File: config.mk
export PLATFORM = sky130hd
export DESIGN_NAME = conv_engine_arb
export DESIGN_NICKNAME = d
export VERILOG_FILES = /design/src/rtl/conv_arb_pkg.sv /design/src/rtl/conv_engine_arb_rr_pick.sv /design/src/rtl/conv_engine_arb.sv
export SDC_FILE = /design/constraint.sdc
export NUM_CORES = 1
export LEC_CHECK = 0
export CORE_UTILIZATION = 35
export CTS_CLUSTER_DIAMETER = 100
export DETAILED_ROUTE_END_ITERATION = 10
export PLACE_DENSITY = 0.85
export RECOVER_POWER = 25
export SLEW_MARGIN = 15
export SYNTH_ARGS = -nofsm -noshare
export SYNTH_HDL_FRONTEND = slang
export SYNTH_SLANG_ARGS = --single-unit
File: constraint.sdc
create_clock -name clk -period 5.45 [get_ports clk]
set_input_delay 0.545 -clock clk [delete_from_list [all_inputs] [get_ports clk]]
set_output_delay 0.545 -clock clk [all_outputs]
set_load 0.01 [all_outputs]
File: src/rtl/conv_arb_pkg.sv
`default_nettype none
// ============================================================================
// Module   : conv_arb_pkg
// Purpose  : Shared FSM state type and parameter derivations for the
//            conv engine round-robin arbiter.
// Revision : 1.0 - initial release
// ============================================================================
package conv_arb_pkg;

  typedef enum logic [1:0] {
    IDLE  = 2'd0,
    LOAD  = 2'd1,
    DRAIN = 2'd2
  } arb_state_t;

  // A valid-mode convolution yields X - F + 1 outputs.
  function automatic int calc_op_count(input int x_count, input int f_count);
    return x_count - f_count + 1;
  endfunction

  function automatic int calc_gnt_w(input int n_req);
    return (n_req > 1) ? $clog2(n_req) : 1;
  endfunction

  function automatic int calc_cnt_w(input int beats);
    return $clog2(beats + 1);
  endfunction

endpackage
`default_nettype wire

File: src/rtl/conv_engine_arb_rr_pick.sv
`default_nettype none
// ============================================================================
// Module   : rr_pick
// Purpose  : Combinational round-robin picker: first set request at or above
//            ptr, wrapping at N_REQ.
// Revision : 1.0 - initial release
// ============================================================================
module rr_pick #(
  parameter int N_REQ = 4,
  parameter int GNT_W = 2
) (
  input  logic [N_REQ-1:0] req,
  input  logic [GNT_W-1:0] ptr,
  output logic             found,
  output logic [GNT_W-1:0] idx
);

  logic [GNT_W-1:0] w_cand;

  // Scan from the farthest offset down so the nearest candidate wins last.
  always_comb begin
    found  = 1'b0;
    idx    = '0;
    w_cand = '0;
    for (int k = N_REQ - 1; k >= 0; k--) begin
      w_cand = GNT_W'((int'(ptr) + k) % N_REQ);
      if (req[w_cand]) begin
        found = 1'b1;
        idx   = w_cand;
      end
    end
  end

endmodule
`default_nettype wire

File: src/rtl/conv_engine_arb.sv
`default_nettype none
// ============================================================================
// Module   : conv_engine_arb
// Purpose  : Round-robin scheduler sharing one 1-D conv engine among N_REQ
//            streams. Optional macro CONV_ENGINE_ARB_STATS_EN adds jobs_done.
// Revision : 1.0 - initial release
// ============================================================================
module conv_engine_arb
  import conv_arb_pkg::*;
#(
  parameter int T        = 16,
  parameter int N_REQ    = 4,
  parameter int X_COUNT  = 32,
  parameter int F_COUNT  = 6,
  parameter int OP_COUNT = calc_op_count(X_COUNT, F_COUNT),
  parameter int GNT_W    = calc_gnt_w(N_REQ)
) (
  input  logic               clk,
  input  logic               reset,
  input  logic [N_REQ*T-1:0] req_data_in,
  input  logic [N_REQ-1:0]   req_valid,
  output logic [N_REQ-1:0]   req_ready,
  output logic [T-1:0]       resp_data_out,
  output logic [N_REQ-1:0]   resp_valid,
  input  logic [N_REQ-1:0]   resp_ready,
  output logic [T-1:0]       eng_data_out,
  output logic               eng_valid_out,
  input  logic               eng_ready_in,
  input  logic [T-1:0]       eng_data_in,
  input  logic               eng_valid_in,
  output logic               eng_ready_out,
  output logic [GNT_W-1:0]   gnt_id,
  output logic               busy
`ifdef CONV_ENGINE_ARB_STATS_EN
  ,
  output logic [15:0]        jobs_done
`endif
);

  localparam int c_IN_CNT_W  = calc_cnt_w(X_COUNT);
  localparam int c_OUT_CNT_W = calc_cnt_w(OP_COUNT);

  arb_state_t              r_state;
  arb_state_t              w_next_state;
  logic [GNT_W-1:0]        r_gnt_id;
  logic [GNT_W-1:0]        r_rr_ptr;
  logic [GNT_W-1:0]        w_pick_idx;
  logic [GNT_W-1:0]        w_rr_next;
  logic                    w_pick_found;
  logic [c_IN_CNT_W-1:0]   r_in_cnt;
  logic [c_OUT_CNT_W-1:0]  r_out_cnt;
  logic                    w_in_beat;
  logic                    w_out_beat;
  logic                    w_in_last;
  logic                    w_out_last;
  logic [T-1:0]            w_req_data [N_REQ];

  genvar gi;
  generate
    for (gi = 0; gi < N_REQ; gi++) begin : g_unpack
      assign w_req_data[gi] = req_data_in[gi*T +: T];
    end
  endgenerate

  rr_pick #(
    .N_REQ (N_REQ),
    .GNT_W (GNT_W)
  ) u_rr_pick (
    .req   (req_valid),
    .ptr   (r_rr_ptr),
    .found (w_pick_found),
    .idx   (w_pick_idx)
  );

  assign w_in_beat  = (r_state == LOAD)  && eng_valid_out && eng_ready_in;
  assign w_out_beat = (r_state == DRAIN) && eng_valid_in  && eng_ready_out;
  assign w_in_last  = w_in_beat  && (r_in_cnt  == c_IN_CNT_W'(X_COUNT - 1));
  assign w_out_last = w_out_beat && (r_out_cnt == c_OUT_CNT_W'(OP_COUNT - 1));
  assign w_rr_next  = (r_gnt_id == GNT_W'(N_REQ - 1)) ? '0 : r_gnt_id + GNT_W'(1);

  always_ff @(posedge clk) begin
    if (reset) begin
      r_state <= IDLE;
    end else begin
      r_state <= w_next_state;
    end
  end

  always_comb begin
    w_next_state = r_state;
    case (r_state)
      IDLE:    if (w_pick_found) w_next_state = LOAD;
      LOAD:    if (w_in_last)    w_next_state = DRAIN;
      DRAIN:   if (w_out_last)   w_next_state = IDLE;
      default: w_next_state = IDLE;
    endcase
  end

  // Pure pass-through muxes; nothing is buffered between requester and engine.
  always_comb begin
    req_ready     = '0;
    eng_valid_out = 1'b0;
    eng_data_out  = '0;
    resp_valid    = '0;
    resp_data_out = '0;
    eng_ready_out = 1'b0;
    if (r_state == LOAD) begin
      eng_data_out        = w_req_data[r_gnt_id];
      eng_valid_out       = req_valid[r_gnt_id];
      req_ready[r_gnt_id] = eng_ready_in;
    end
    if (r_state == DRAIN) begin
      resp_data_out        = eng_data_in;
      resp_valid[r_gnt_id] = eng_valid_in;
      eng_ready_out        = resp_ready[r_gnt_id];
    end
  end

  always_ff @(posedge clk) begin
    if (reset) begin
      r_gnt_id  <= '0;
      r_rr_ptr  <= '0;
      r_in_cnt  <= '0;
      r_out_cnt <= '0;
    end else begin
      if ((r_state == IDLE) && w_pick_found) begin
        r_gnt_id <= w_pick_idx;
      end
      if (w_in_beat) begin
        r_in_cnt <= w_in_last ? '0 : r_in_cnt + c_IN_CNT_W'(1);
      end
      if (w_out_beat) begin
        r_out_cnt <= w_out_last ? '0 : r_out_cnt + c_OUT_CNT_W'(1);
      end
      if (w_out_last) begin
        r_rr_ptr <= w_rr_next;
      end
    end
  end

  assign gnt_id = r_gnt_id;
  assign busy   = (r_state != IDLE);

`ifdef CONV_ENGINE_ARB_STATS_EN
  logic [15:0] r_jobs_done;

  always_ff @(posedge clk) begin
    if (reset) begin
      r_jobs_done <= '0;
    end else if (w_out_last && (r_jobs_done != 16'hFFFF)) begin
      r_jobs_done <= r_jobs_done + 16'd1;
    end
  end

  assign jobs_done = r_jobs_done;
`else
  // Job statistics are not built in this configuration.
`endif

endmodule
`default_nettype wire

==> impl_metrics.py, run 1 <==
metrics = {
    "clock_tree": {
        "postCtsSetupBuffers": 0,
        "htreeDepth": 1,
        "cts.sinks": 17,
        "clk_latency_ns": 0.26,
        "cts_root_buf": "clkbuf_8",
        "ctsResizeCount": 0,
        "tritoncts": "yes",
        "cts_buffers": 3,
        "cts_buffer_depth": 2,
        "cts.hold.buffers_added": 0,
        "path_clk_slew_ns": 0.07,
    },
    "detailed_routing": {
        "drc": 26,
        "drt-total-wl_um": 6000,
        "drtIter0Drc": 93,
        "detail-route-antenna-nets": 0,
        "dr.pass1.iters": 7,
        "vias": 1906,
        "wl_per_cell_um": 16.5,
        "via_per_inst": 5.24,
    },
    "die": {
        "die_w_um": 70.6,
        "dieArea_um2": 4980,
        "fp.coreArea_um2": 4440,
        "fp.dieH_um": 70.6,
        "io_pins": 137,
        "rows": 24,
        "initial_utilization": 0.370,
    },
    "global_routing": {
        "gr-total-overflow": 0,
        "grt_max_degree": 26,
        "grt_pass1_wl_um": 9540,
        "grt_util_all_layers": 0.245,
        "grt_pass1_vias": 1899,
        "antenna_found_initial": 0,
    },
    "place": {
        "dpl.cell_count": 360,
        "hpwlAfterDp_um": 4910,
        "port_buffers": 136,
        "place_congestion": 0.864,
        "place_ws_ns": 2.55,
    },
    "final_layout": {
        "diodes": 0,
        "final_util": 0.692,
        "layout.nets": 412,
        "layout.cells.non_filler": 364,
        "syn2layout_area_growth_pct": 86.9,
        "layout-drive-gt1-share": 0.0769,
        "fillers": 370,
    },
    "synthesis": {
        "synth_top_family_by_area": "simple AND/OR/NAND/NOR gates",
        "synthAdderAreaFrac": 0.0532,
        "synth.net_count": 281,
        "synth_edf_count": 0,
        "yosys.area_share.xor_xnor": 0.0106,
        "avgSynthCellArea_um2": 9.04,
        "synth-async-reset-ratio": 0,
        "synth_seq_cells": 17,
        "synth.cell_area_um2": 1650,
        "synth-compound-area-share": 0.0821,
        "yosys_warnings": 0,
        "netlist_instances": 182,
        "yosys.area_share.simple": 0.325,
        "muxShareOfSynthArea": 0.284,
        "ys_seq_area_frac": 0.207,
        "synth_ff_type": "dfxtp_1",
        "synthDistinctLibCells": 36,
    },
    "timing": {
        "finalCriticalPeriod_ns": 3.12,
        "fmax_ghz": 0.321,
        "rsz0062_at_grt": "false",
        "finalSetupTns_ns": 0,
        "maxSlewViolCount": 0,
        "worstMarginPinSlew_ns": 1.02,
        "fin_crit_sh": 0.572,
        "layout_setup_ws_ns": 2.33,
        "skew_ns": 0.00191,
        "hold_viol": 0,
        "timing.slew.headroom": 0.319,
        "finalSetupViolations": 0,
    },
    "power_and_ir_drop": {
        "p_leak_nw": 1.14,
        "p_per_area_nw_per_um2": 123,
        "total_power_uw": 378,
        "peakVddDrop_mv": 0.101,
    },
    "critical_path": {
        "worstPathMaxFanout": 15,
        "worst_setup_path_start_kind": "flip-flop",
        "cp.arrival_ns": 2.57,
        "crit_type": "flip-flop to primary output",
        "setup.worst_path.end_class": "primary output",
        "required_ns": 4.91,
    },
    "job": {
        "cap_violations": 0,
    },
    "outcome": {
        "violations": "design-rule violations",
        "status": "finished with violations",
    },
    "hold_path": {
        "hold_class": "flip-flop to flip-flop",
    },
}
## cells in the mapped netlist, drive strengths merged (4+ instances only)
cell,n,area [µm²]
nor2,11,41.3
and3,6,37.5
a21oi,15,75.1
nand2,12,45.0
dfxtp,17,340
ha,7,87.6
mux2i,5,50.1
clkbuf,6,22.5
nand3,5,30.0
and2,39,244
o21ai,4,20.0
inv,5,18.8
buf,5,22.5
mux4,18,405
## sequential cells by signal, indices dropped and copies added, names as in the netlist
register,flops
r_in_cnt,6
r_out_cnt,5
gnt_id,2
r_rr_ptr,2
r_state,2
## per-layer routing
layer,part of all wire,global-route usage
met5,0,0
met4,0.023,0.0822
met3,0.081,0.0513
met2,0.50,0.419
met1,0.39,0.311
## metrics by stage
stage	instance area, µm²	hold WS (ns)
finish	3080	0.482
global route	3080	0.523
CTS	3080	0.479
detailed placement	3030	0.470
global placement	3030	0.463
floorplan	1650	0.445
## final timing paths
path	slack (ns)	start	cells after the start	to
max	2.33	gnt_id[0]	4	eng_data_out[10]
max reg2reg	2.99	gnt_id[1]	4	r_out_cnt[3]
min reg2reg	0.48	r_rr_ptr[0]	2	r_rr_ptr[0]
min	0.48	r_rr_ptr[0]	2	r_rr_ptr[0]
## area by class of cell
type / count / area [µm²] / area share
repair buffers: 137 / 1370 / 0.445
multi-input cells: 149 / 1240 / 0.402
flip-flops and latches: 17 / 340 / 0.111
well taps: 52 / 65.1 / 0.0212
clock buffers: 3 / 41.3 / 0.0134
inverters: 5 / 18.8 / 0.00610
clock inverters: 1 / 5.00 / 0.00163
## power breakdown
part	internal (mW)	leakage, nW	switching, mW
registers	0.126	0.138	0.00603
clock network	0.0509	0.0255	0.0458
logic	0.107	0.973	0.0423
total	0.284	1.14	0.0942
## worst max-delay path, stage by stage, from the launching register on
cell,delay [ns]
dfxtp_1,0.79
buf_4,0.35
mux4_2,0.52
and2_1,0.17
clkdlybuf4s50_1,0.48
## placed cells by master, fill, tap and decap left out, types with 2 or more instances in the layout
cell	instances
nand3_1	5
clkdlybuf4s50_1	134
o21ai_0	4
mux4_2	18
xor2_1	2
mux2i_1	5
or3_1	3
ha_1	7
nand4_1	3
dlygate4sd3_1	2
nor2b_1	2
inv_1	5
and2_1	39
dfxtp_1	17
and3_1	6
a21oi_1	15
nand2_1	12
clkbuf_8	3
nor2_1	11
## kinds of logic (layout without fill, tap and decap cells)
family	Yosys count	in the layout
flops	17	17
buf+inv	16	146
mux	24	24
xor+xnor	2	2
simple gates	92	92
compound gates	24	24
fa+ha+maj	7	7
No activity file was read; power rests on OpenSTA's default activity.
==> run 2, diff against run 1 <==
--- a/config.mk
+++ b/config.mk
@@ -5,10 +5,10 @@
 export SDC_FILE = /design/constraint.sdc
 export NUM_CORES = 1
 export LEC_CHECK = 0
-export CORE_UTILIZATION = 35
+export CORE_UTILIZATION = 30
 export CTS_CLUSTER_DIAMETER = 100
 export DETAILED_ROUTE_END_ITERATION = 10
-export PLACE_DENSITY = 0.85
+export PLACE_DENSITY = 0.78
 export RECOVER_POWER = 25
 export SLEW_MARGIN = 15
 export SYNTH_ARGS = -nofsm -noshare
==> constraint.sdc (replaced) <==
create_clock -name clk -period 2.8 [get_ports clk]
set_input_delay 0.28 -clock clk [delete_from_list [all_inputs] [get_ports clk]]
set_output_delay 0.28 -clock clk [all_outputs]
set_load 0.01 [all_outputs]
==> run 2 against run 1 <==
The run now ends clean. Hold slack improved by 0.0015 ns. Die area up 16%. Routed wire length down 1.0%. Combinational power rose by 100%. Utilization fell by 9.0 points. Clock-buffer cell count grew 1. Critical endpoint is now eng_valid_out.
==> impl_metrics.py, run 2 (synthesis results as in run 1) <==
metrics = {
    "critical_path": {
        "setup.worst_path.end_class": "primary output",
        "critPathTopFamily": "buffers and inverters",
        "worstPathMaxFanout": 7,
        "crit_type": "input port to primary output",
        "cp.arrival_ns": 2.14,
        "worst_setup_path_start_kind": "input port",
        "crit_chain": "dlygate4sd3_1 > mux4_2 > and2_1 > clkdlybuf4s50_1",
        "worst-path-buf-inv": 2,
        "slowest_delay_ns": 0.61,
        "slowest_stage": "dlygate4sd3_1",
        "required_ns": 2.52,
    },
    "clock_tree": {
        "tritoncts": "yes",
        "htreeDepth": 1,
        "ctsResizeCount": 0,
        "cts.hold.buffers_added": 0,
        "path_clk_slew_ns": 0.06,
        "cts_buffer_depth": 2,
        "cts_buffers": 3,
        "clk_latency_ns": 0.25,
        "cts.sinks": 17,
        "postCtsSetupBuffers": 0,
        "cts_root_buf": "clkbuf_8",
    },
    "timing": {
        "timing.slew.headroom": 0.580,
        "hold_viol": 0,
        "finalSetupViolations": 0,
        "skew_ns": 0.000795,
        "fmax_ghz": 0.413,
        "finalCriticalPeriod_ns": 2.42,
        "worstMarginPinSlew_ns": 0.629,
        "fin_crit_sh": 0.864,
        "rsz0062_at_grt": "false",
        "maxSlewViolCount": 0,
        "finalSetupTns_ns": 0,
    },
    "final_layout": {
        "largest_reg_flops": 6,
        "syn2layout_area_growth_pct": 90.6,
        "fillers": 464,
        "final_cell_mix": "134 x clkdlybuf4s50_1, 39 x and2_1, 18 x mux4_2",
        "max_flop_register": "r_in_cnt",
        "final_util": 0.602,
        "multi_input_area_um2": 1240,
        "final_common_cell": "clkdlybuf4s50_1",
        "largestRegisters": "r_in_cnt (6), r_out_cnt (5)",
        "diodes": 0,
        "layout.nets": 416,
        "layout-drive-gt1-share": 0.0823,
        "regArea_um2": 340,
    },
    "detailed_routing": {
        "detail-route-antenna-nets": 0,
        "vias": 1941,
        "dr.pass1.iters": 4,
        "drc": 0,
        "via_per_inst": 5.03,
        "drtIter0Drc": 66,
        "wl_per_cell_um": 15.4,
        "drt-total-wl_um": 5940,
    },
    "die": {
        "dieArea_um2": 5780,
        "fp.dieH_um": 76.1,
        "fp.coreArea_um2": 5200,
        "io_pins": 137,
        "die_w_um": 76.1,
        "initial_utilization": 0.316,
        "rows": 26,
    },
    "place": {
        "port_buffers": 136,
        "place_congestion": 0.858,
        "hpwlAfterDp_um": 4850,
    },
    "global_routing": {
        "grt_pass1_wl_um": 9600,
        "grt_util_all_layers": 0.206,
        "grt_max_degree": 26,
        "grt_pass1_vias": 2015,
        "gr-total-overflow": 0,
        "antenna_found_initial": 0,
    },
    "job": {
        "cap_violations": 0,
    },
    "power_and_ir_drop": {
        "peakVddDrop_mv": 0.199,
        "p_leak_nw": 1.15,
        "p_per_area_nw_per_um2": 235,
        "total_power_uw": 737,
    },
    "hold_path": {
        "hold_class": "flip-flop to flip-flop",
    },
    "outcome": {
        "status": "finished, final reports clean",
    },
}
[run 2: cell type report]
class,instances,area share
tap,70,0.0279
sequential,17,0.109
multi-input combinational,149,0.394
inverter,5,0.00599
timing repair buffer,141,0.449
clock buffer,4,0.0144
[run 2: power by group]
| part | leakage (nW) | total (mW) | switching (mW) | internal [mW] |
|---|---|---|---|---|
| logic | 0.993 | 0.305 | 0.0922 | 0.213 |
| clock network | 0.0228 | 0.181 | 0.0801 | 0.101 |
| registers | 0.138 | 0.250 | 0.00453 | 0.246 |
[run 2: worst paths after layout]
| check | end | depth (start not counted) | from | slack (ns) |
|---|---|---|---|---|
| worst max register to register | r_out_cnt[3] | 5 | gnt_id[1] | 0.64 |
| worst max-delay path | eng_valid_out | 4 | req_valid[0] | 0.38 |
| worst min-delay path | r_in_cnt[1] | 2 | r_in_cnt[1] | 0.48 |
| worst min register to register | r_in_cnt[1] | 2 | r_in_cnt[1] | 0.48 |
[run 2: worst register-to-register path: stages (launching register included)]
cell	delay, ns
dfxtp_1	0.54
clkbuf_1	0.29
mux4_2	0.30
nand3_1	0.21
or4b_1	0.58
a31oi_1	0.17
[run 2: stage by stage]
| step | area, µm² | setup WS, ns | hold WS [ns] | instances |
|---|---|---|---|---|
| after CTS | 3140 | 0.403 | 0.484 | 386 |
| after floorplan | 1650 | 0.713 | 0.445 | 182 |
| after global placement | 3100 | 0.522 | 0.460 | 382 |
| after detailed placement | 3100 | 0.498 | 0.465 | 382 |
| final | 3140 | 0.380 | 0.483 | 386 |
| after global routing | 3140 | 0.268 | 0.506 | 386 |
[run 2: routing by layer]
layer / GRT usage / share of wire / vias to the layer above
met1: 0.230 / 0.40 / 901
met3: 0.0395 / 0.058 / 15
met5: 0 / 0 / -
met4: 0.0885 / 0.028 / 0
li1: - / - / 931
met2: 0.378 / 0.51 / 94
